### src/rtl/kuuga_mem_pkg.sv
// Shared definitions for the BRAM port-A initiator: latency default, FSM encoding,
// response tag layout and the byte-lane merge used by read-modify-write.
package kuuga_mem_pkg;

  localparam int BRAM_READ_LATENCY = 2;
  localparam int WORD_BYTES        = 4;

  typedef enum logic {
    ST_IDLE = 1'b0,
    ST_RMW  = 1'b1
  } state_t;

  typedef struct packed {
    logic valid;
    logic is_read;
    logic is_rmw;
  } resp_tag_t;

  function automatic logic [8*WORD_BYTES-1:0] merge_bytes(
    input logic [8*WORD_BYTES-1:0] old_w,
    input logic [8*WORD_BYTES-1:0] new_w,
    input logic [WORD_BYTES-1:0]   be
  );
    logic [8*WORD_BYTES-1:0] m;
    m = old_w;
    for (int i = 0; i < WORD_BYTES; i++) begin
      if (be[i]) m[8*i +: 8] = new_w[8*i +: 8];
    end
    return m;
  endfunction

endpackage

### src/rtl/bram_obi_initiator_if.sv
// Core-side data port of the BRAM initiator.
// Handshake: a request transfers in a cycle where req_i && gnt_o; every transfer gets exactly
// one rvalid_o pulse later, in order, and rvalid_o is never back-pressured.
interface bram_obi_initiator_if;
  logic        req_i;
  logic        gnt_o;
  logic [31:0] addr_i;
  logic        we_i;
  logic [3:0]  be_i;
  logic [31:0] wdata_i;
  logic        rvalid_o;
  logic [31:0] rdata_o;

  modport master (
    output req_i, addr_i, we_i, be_i, wdata_i,
    input  gnt_o, rvalid_o, rdata_o
  );

  modport slave (
    input  req_i, addr_i, we_i, be_i, wdata_i,
    output gnt_o, rvalid_o, rdata_o
  );
endinterface

### src/rtl/bram_resp_pipe.sv
// Fixed-depth tag shift register that tracks outstanding BRAM accesses; advances every cycle.
module bram_resp_pipe #(
  parameter int W     = 3,
  parameter int DEPTH = 2
) (
  input  logic         clk,
  input  logic         reset,
  input  logic [W-1:0] tag_i,
  output logic [W-1:0] tag_o
);

  logic [W-1:0] stage_q [DEPTH];

  always_ff @(posedge clk) begin
    if (reset) begin
      for (int i = 0; i < DEPTH; i++) stage_q[i] <= '0;
    end else begin
      stage_q[0] <= tag_i;
      for (int i = 1; i < DEPTH; i++) stage_q[i] <= stage_q[i-1];
    end
  end

  assign tag_o = stage_q[DEPTH-1];

endmodule

### src/rtl/bram_obi_initiator.sv
// OBI-style core port to word-write-only BRAM port A; partial stores become read-modify-write.
module bram_obi_initiator
  import kuuga_mem_pkg::*;
#(
  parameter int ADDR_WIDTH   = 16,
  parameter int DATA_WIDTH   = 32,
  parameter int READ_LATENCY = BRAM_READ_LATENCY
) (
  input  logic                    clk,
  input  logic                    reset,
  bram_obi_initiator_if.slave     bus,
  output logic                    bram_clk_a,
  output logic                    bram_rst_a,
  output logic                    bram_en_a,
  output logic [WORD_BYTES-1:0]   bram_we_a,
  output logic [ADDR_WIDTH-1:0]   bram_addr_a,
  output logic [DATA_WIDTH-1:0]   bram_wrdata_a,
  input  logic [DATA_WIDTH-1:0]   bram_rddata_a,
  output state_t                  dbg_state_o
);

  state_t                  state_q, state_d;
  logic [ADDR_WIDTH-3:0]   rmw_addr_q, rmw_addr_d;
  logic [WORD_BYTES-1:0]   rmw_be_q, rmw_be_d;
  logic [DATA_WIDTH-1:0]   rmw_wdata_q, rmw_wdata_d;
  resp_tag_t               tag_in, tag_out;
  logic                    accept, is_partial, rmw_commit;
  logic                    unused_addr;

  assign unused_addr = ^{bus.addr_i[31:ADDR_WIDTH], bus.addr_i[1:0]};
  assign bram_clk_a  = clk;
  assign bram_rst_a  = reset;
  assign dbg_state_o = state_q;

  assign is_partial = (bus.be_i != '0) && (bus.be_i != '1);
  assign accept     = bus.req_i && bus.gnt_o;
  // The RMW write lands exactly when its own read data emerges from the memory.
  assign rmw_commit = (state_q == ST_RMW) && tag_out.valid && tag_out.is_rmw && !reset;

  bram_resp_pipe #(
    .W     ($bits(resp_tag_t)),
    .DEPTH (READ_LATENCY)
  ) u_resp_pipe (
    .clk   (clk),
    .reset (reset),
    .tag_i (tag_in),
    .tag_o (tag_out)
  );

  always_ff @(posedge clk) begin
    if (reset) begin
      state_q     <= ST_IDLE;
      rmw_addr_q  <= '0;
      rmw_be_q    <= '0;
      rmw_wdata_q <= '0;
    end else begin
      state_q     <= state_d;
      rmw_addr_q  <= rmw_addr_d;
      rmw_be_q    <= rmw_be_d;
      rmw_wdata_q <= rmw_wdata_d;
    end
  end

  always_comb begin
    state_d     = state_q;
    rmw_addr_d  = rmw_addr_q;
    rmw_be_d    = rmw_be_q;
    rmw_wdata_d = rmw_wdata_q;
    case (state_q)
      ST_IDLE: begin
        if (accept && bus.we_i && is_partial) begin
          state_d     = ST_RMW;
          rmw_addr_d  = bus.addr_i[ADDR_WIDTH-1:2];
          rmw_be_d    = bus.be_i;
          rmw_wdata_d = bus.wdata_i;
        end
      end
      ST_RMW: begin
        if (rmw_commit) state_d = ST_IDLE;
      end
      default: state_d = ST_IDLE;
    endcase
  end

  always_comb begin
    bus.gnt_o     = (state_q == ST_IDLE) && bus.req_i && !reset;
    bram_en_a     = 1'b0;
    bram_we_a     = '0;
    bram_addr_a   = {bus.addr_i[ADDR_WIDTH-1:2], 2'b00};
    bram_wrdata_a = bus.wdata_i;
    tag_in        = '0;
    if (rmw_commit) begin
      bram_en_a     = 1'b1;
      bram_we_a     = '1;
      bram_addr_a   = {rmw_addr_q, 2'b00};
      bram_wrdata_a = merge_bytes(bram_rddata_a, rmw_wdata_q, rmw_be_q);
    end else if (accept) begin
      tag_in.valid = 1'b1;
      if (!bus.we_i) begin
        bram_en_a      = 1'b1;
        tag_in.is_read = 1'b1;
      end else if (bus.be_i == '1) begin
        bram_en_a = 1'b1;
        bram_we_a = '1;
      end else if (is_partial) begin
        bram_en_a     = 1'b1;
        tag_in.is_rmw = 1'b1;
      end
    end
    bus.rvalid_o = tag_out.valid && !reset;
    bus.rdata_o  = (bus.rvalid_o && tag_out.is_read) ? bram_rddata_a : '0;
  end

endmodule
### src/flat_wrapper.sv
// flat-port wrapper written by rule: the top's interface ports become plain ports
module bram_obi_initiator_flat import kuuga_mem_pkg::*;
#(
  parameter int ADDR_WIDTH   = 16,
  parameter int DATA_WIDTH   = 32,
  parameter int READ_LATENCY = BRAM_READ_LATENCY
)
  (clk, reset, bram_clk_a, bram_rst_a, bram_en_a, bram_we_a, bram_addr_a, bram_wrdata_a, bram_rddata_a, dbg_state_o, bus_req_i, bus_addr_i, bus_we_i, bus_be_i, bus_wdata_i, bus_gnt_o, bus_rvalid_o, bus_rdata_o);
  bram_obi_initiator_if bus_i ();
  input  logic clk;
  input  logic reset;
  output logic bram_clk_a;
  output logic bram_rst_a;
  output logic bram_en_a;
  output logic [WORD_BYTES-1:0] bram_we_a;
  output logic [ADDR_WIDTH-1:0] bram_addr_a;
  output logic [DATA_WIDTH-1:0] bram_wrdata_a;
  input  logic [DATA_WIDTH-1:0] bram_rddata_a;
  output state_t dbg_state_o;
  input wire logic [$bits(bus_i.req_i)-1:0] bus_req_i;
  input wire logic [$bits(bus_i.addr_i)-1:0] bus_addr_i;
  input wire logic [$bits(bus_i.we_i)-1:0] bus_we_i;
  input wire logic [$bits(bus_i.be_i)-1:0] bus_be_i;
  input wire logic [$bits(bus_i.wdata_i)-1:0] bus_wdata_i;
  output wire logic [$bits(bus_i.gnt_o)-1:0] bus_gnt_o;
  output wire logic [$bits(bus_i.rvalid_o)-1:0] bus_rvalid_o;
  output wire logic [$bits(bus_i.rdata_o)-1:0] bus_rdata_o;
  assign bus_i.req_i = bus_req_i;
  assign bus_i.addr_i = bus_addr_i;
  assign bus_i.we_i = bus_we_i;
  assign bus_i.be_i = bus_be_i;
  assign bus_i.wdata_i = bus_wdata_i;
  assign bus_gnt_o = bus_i.gnt_o;
  assign bus_rvalid_o = bus_i.rvalid_o;
  assign bus_rdata_o = bus_i.rdata_o;
  bram_obi_initiator #(.ADDR_WIDTH(ADDR_WIDTH), .DATA_WIDTH(DATA_WIDTH), .READ_LATENCY(READ_LATENCY)) u_core (.clk(clk), .reset(reset), .bus(bus_i), .bram_clk_a(bram_clk_a), .bram_rst_a(bram_rst_a), .bram_en_a(bram_en_a), .bram_we_a(bram_we_a), .bram_addr_a(bram_addr_a), .bram_wrdata_a(bram_wrdata_a), .bram_rddata_a(bram_rddata_a), .dbg_state_o(dbg_state_o));
endmodule
### config.mk
export PLATFORM = sky130hd
export DESIGN_NAME = bram_obi_initiator_flat
export DESIGN_NICKNAME = d
export VERILOG_FILES = /design/src/rtl/kuuga_mem_pkg.sv /design/src/rtl/bram_obi_initiator_if.sv /design/src/rtl/bram_resp_pipe.sv /design/src/rtl/bram_obi_initiator.sv /design/src/flat_wrapper.sv
export SDC_FILE = /design/constraint.sdc
export NUM_CORES = 1
export LEC_CHECK = 0
export BUFFER_PORTS_ARGS = -buffer_cell sky130_fd_sc_hd__buf_4
export CORE_MARGIN = 2
export CORE_UTILIZATION = 40
export DETAILED_ROUTE_END_ITERATION = 8
export MAX_ROUTING_LAYER = met4
export PLACE_DENSITY = 0.73
export SLEW_MARGIN = 20
export SYNTH_ARGS = -nofsm -noshare
export SYNTH_HDL_FRONTEND = slang
export SYNTH_SLANG_ARGS = --single-unit
### constraint.sdc
create_clock -name clk -period 1.85 [get_ports clk]
set_input_delay 0.2775 -clock clk [delete_from_list [all_inputs] [get_ports clk]]
set_output_delay 0.2775 -clock clk [all_outputs]
set_load 0.1 [all_outputs]
==> run_summary.xml <==
<?xml version="1.0" encoding="UTF-8"?>
<metrics>
  <group name="run_status">
    <metric name="run_status" unit="">complete, but fails checks</metric>
    <metric name="violated_checks" unit="">setup timing</metric>
  </group>
  <group name="setup_path">
    <metric name="worst_setup_path_end_kind" unit="">output pin</metric>
    <metric name="worst-endpoint-required" unit="ns">1.57</metric>
    <metric name="critical_path.max_fanout" unit="">10</metric>
    <metric name="worst_r2r_endpoint" unit="">u_core.rmw_wdata_q[2]$_SDFFE_PP0P_</metric>
    <metric name="depth_of_the_most_critical_reg_to_reg_path" unit="">5</metric>
    <metric name="crit_arrival" unit="ns">1.76</metric>
    <metric name="r2r_start" unit="">u_core.dbg_state_o$_SDFF_PP0_</metric>
    <metric name="timing.critical_path.from_type" unit="">register</metric>
    <metric name="setup.reg_to_reg.worst_slack" unit="ns">0.16</metric>
    <metric name="timing_worst_setup_path_type" unit="">reg -&gt; out</metric>
  </group>
  <group name="power">
    <metric name="seqPwrFrac" unit="%">30.8</metric>
    <metric name="fraction_of_power_spent_switching_nets" unit="%">35.6</metric>
    <metric name="clockPowerShare" unit="%">36.9</metric>
    <metric name="total_leakage_power" unit="nW">3.19</metric>
    <metric name="internal-power" unit="W">0.00278</metric>
    <metric name="p_comb_share" unit="%">32.3</metric>
    <metric name="totalPowerFinal" unit="W">0.00432</metric>
    <metric name="ir_worst_vdd" unit="uV">1250</metric>
    <metric name="power_density" unit="nW/um^2">597</metric>
    <metric name="p_switching" unit="W">0.00154</metric>
  </group>
  <group name="min_path">
    <metric name="end_point_of_the_worst_hold_path" unit="">u_core.u_resp_pipe.stage_q[0][1]$_SDFF_PP0_</metric>
    <metric name="worst_hold_path.num_cells" unit="">2</metric>
    <metric name="hold_path.class" unit="">in -&gt; reg</metric>
    <metric name="timing.hold.worst.start" unit="">bus_we_i</metric>
  </group>
  <group name="drt">
    <metric name="detail_route.drc_violations" unit="">0</metric>
    <metric name="routed-via-count" unit="">3500</metric>
    <metric name="first_pass_iters" unit="">4</metric>
    <metric name="drt-initial-drc-count" unit="">107</metric>
    <metric name="postRouteWirelength" unit="um">13300</metric>
    <metric name="ant_nets" unit="">0</metric>
    <metric name="vias_per_cell" unit="">5.26</metric>
    <metric name="drt-wirelength-per-cell" unit="um">19.9</metric>
  </group>
  <group name="clock_tree">
    <metric name="tritoncts_clock_tree" unit="">yes</metric>
    <metric name="cts_hold_buffers" unit="">0</metric>
    <metric name="clock_latency_of_the_later_clocked_register_in_the_worst_skew_pair" unit="ns">0.42</metric>
    <metric name="clk_pin_slew_worst_paths" unit="ns">0.07</metric>
  </group>
  <group name="synth">
    <metric name="netlist_area" unit="um^2">3530</metric>
    <metric name="synth_sequential_area_ratio" unit="%">32.3</metric>
    <metric name="yosysUniqueCellTypes" unit="">26</metric>
    <metric name="synthesis.area_per_instance" unit="um^2">9.77</metric>
    <metric name="postSynthCellCount" unit="">361</metric>
    <metric name="synthDominantCellAreaShare" unit="%">32.3</metric>
    <metric name="yosysTopAreaCell" unit="">dfxtp_1</metric>
    <metric name="yosys_register_bits" unit="">57</metric>
    <metric name="ys_warnings" unit="">0</metric>
    <metric name="ys_top_cells_by_area" unit="">dfxtp_1, mux2_4, mux2i_1</metric>
  </group>
  <group name="die">
    <metric name="floorplan.initialDensity" unit="%">40.9</metric>
    <metric name="coreArea" unit="um^2">8640</metric>
    <metric name="fp.dieArea" unit="um^2">9590</metric>
    <metric name="dieWidth" unit="um">97.9</metric>
    <metric name="die_height" unit="um">97.9</metric>
    <metric name="core.rowCount" unit="">34</metric>
    <metric name="ios" unit="">194</metric>
  </group>
  <group name="grt">
    <metric name="grt_first_pass_wirelength" unit="um">19100</metric>
    <metric name="grt_start_max_net_pins" unit="">30</metric>
    <metric name="number_of_global_route_vias_before_repair" unit="">3848</metric>
    <metric name="gr-usage-all-layers" unit="%">25.3</metric>
    <metric name="number_of_antenna_violations_at_the_first_check_in_global_routing" unit="">0</metric>
    <metric name="overflow" unit="">0</metric>
  </group>
  <group name="timing">
    <metric name="timing.final.setup_violations" unit="">83</metric>
    <metric name="hold_viol" unit="">0</metric>
    <metric name="clock.fmax" unit="GHz">0.491</metric>
    <metric name="final_period_minus_worst_setup_slack" unit="ns">2.04</metric>
    <metric name="rsz_0062_raised_after_global_routing" unit="">true</metric>
    <metric name="timing.final.crit_share" unit="%">110</metric>
    <metric name="tns" unit="ns">-7.81</metric>
    <metric name="maxSlewViolCount" unit="">0</metric>
    <metric name="postLayoutSetupSlackWorst" unit="ns">-0.188</metric>
    <metric name="skew" unit="ns">0.00833</metric>
  </group>
  <group name="final_layout">
    <metric name="synthToLayoutAreaGrowth" unit="%">105</metric>
    <metric name="layout_common_cells" unit="">buf_4, buf_12, mux2_4, dfxtp_1, nor2b_1</metric>
    <metric name="fin_cells" unit="">666</metric>
    <metric name="antennaDiodeCount" unit="">0</metric>
    <metric name="final_net_count" unit="">657</metric>
    <metric name="final_layout_size_suffix_gt1_share" unit="%">69.5</metric>
    <metric name="final_common_cell" unit="">buf_4</metric>
  </group>
  <group name="placement">
    <metric name="dp.cells" unit="">631</metric>
    <metric name="gp_congestion" unit="">0.743</metric>
    <metric name="place.port_buffers" unit="">173</metric>
    <metric name="post-dp-hpwl" unit="um">7790</metric>
  </group>
  <group name="job">
    <metric name="cap_viol_max_count" unit="">0</metric>
  </group>
</metrics>
[how the worst max path moves through the flow]
stage	endpoint	slack (ns)	cells after the start	from
after floorplan	bram_we_a[1]	-0.93	4	u_core.dbg_state_o$_SDFF_PP0_
after global placement	bram_en_a	0.03	5	bus_be_i[3]
after detailed placement	bram_en_a	0.04	5	bus_be_i[3]
after CTS	bram_wrdata_a[22]	-0.20	6	u_core.dbg_state_o$_SDFF_PP0_
after global routing	bram_addr_a[15]	-0.28	5	u_core.u_resp_pipe.stage_q[0][5]$_SDFF_PP0_
final	bram_addr_a[15]	-0.19	5	u_core.u_resp_pipe.stage_q[0][5]$_SDFF_PP0_
[cells by family after synthesis]
group           synth area share [%]
compound gates                  5.89
buf+inv                         7.06
flops                           32.3
mux                             33.0
other cells                    0.106
simple gates                    21.6
[layout make-up]
| cell class | count | area (um^2) |
|---|---|---|
| Timing Repair Buffer | 213 | 2940 |
| Tap cell | 108 | 135 |
| Multi-Input combinational cell | 267 | 2750 |
| Clock buffer | 18 | 221 |
| Inverter | 1 | 3.75 |
| Fill cell | 453 | 1400 |
| Clock inverter | 2 | 35.0 |
| Sequential cell | 57 | 1150 |
[synth_stat cells (all sizes together)]
master	instances
mux2	60
dfxtp	57
nor2b	50
o21ai	38
nand2	34
and3	33
mux2i	32
clkbuf	23
buf	14
nand2b	5
nand3	4
nor3b	2
a311oi	1
a41oi	1
and4bb	1
conb	1
inv	1
nand4	1
nand4b	1
nor3	1
or4	1
[power groups by stage]
stage / sequential, W / combinational, W / clock [W]
5_1_grt: 0.00134 / 0.00144 / 0.00169
2_1_floorplan: 0.00135 / 0.000852 / 0.000204
3_3_place_gp: 0.00135 / 0.00116 / 0.000204
3_5_place_dp: 0.00135 / 0.00118 / 0.000204
4_1_cts: 0.00133 / 0.00132 / 0.00162
6_report: 0.00133 / 0.00140 / 0.00160
[layer usage]
layer  up-vias  global-route usage, %  part of all wire, %  wire length [um]
met5         -                      -                    0                 0
met4         0                   7.05                  2.4               313
met3        26                   4.37                  3.7               496
met2       144                   46.9                   56              7470
met1      1698                   27.5                   38              5000
li1       1632                      -                    -                 -
[state kept, by name, indices dropped and copies added (netlist names)]
name,cells
u_core.rmw_wdata_q,32
u_core.rmw_be_q,4
u_core.rmw_addr_q,14
u_core.dbg_state_o,1
u_core.u_resp_pipe.stage_q,6
[stage by stage]
| stage | utilization (%) | setup WS, ns | area (um^2) | hold slack [ns] |
|---|---|---|---|---|
| global route | 83.8 | -0.283 | 7230 | 0.0446 |
| finish | 83.8 | -0.188 | 7230 | 0.0670 |
| CTS | 77.3 | -0.201 | 6680 | 0.0465 |
| detailed placement | 64.1 | 0.0406 | 5530 | 0.423 |
| global placement | 64.1 | 0.0297 | 5530 | 0.419 |
| floorplan | - | -0.931 | 4110 | 0.354 |
[critical path, stage by stage (launching register included)]
cell	delay, ns
dfxtp_2	0.35
nand4b_1	0.15
buf_6	0.19
buf_12	0.15
mux2_4	0.32
buf_12	0.17
[repair_timing]
item / CTS / global route
pin swaps: 3 / 4
buffers inserted: 7 / 3
endpoints found under the setup margin: 83 / 84
cloned: 3 / 3
hold endpoints to repair: 0 / 0
gates resized for setup: 189 / 113
(Power assumes the default switching activity.)
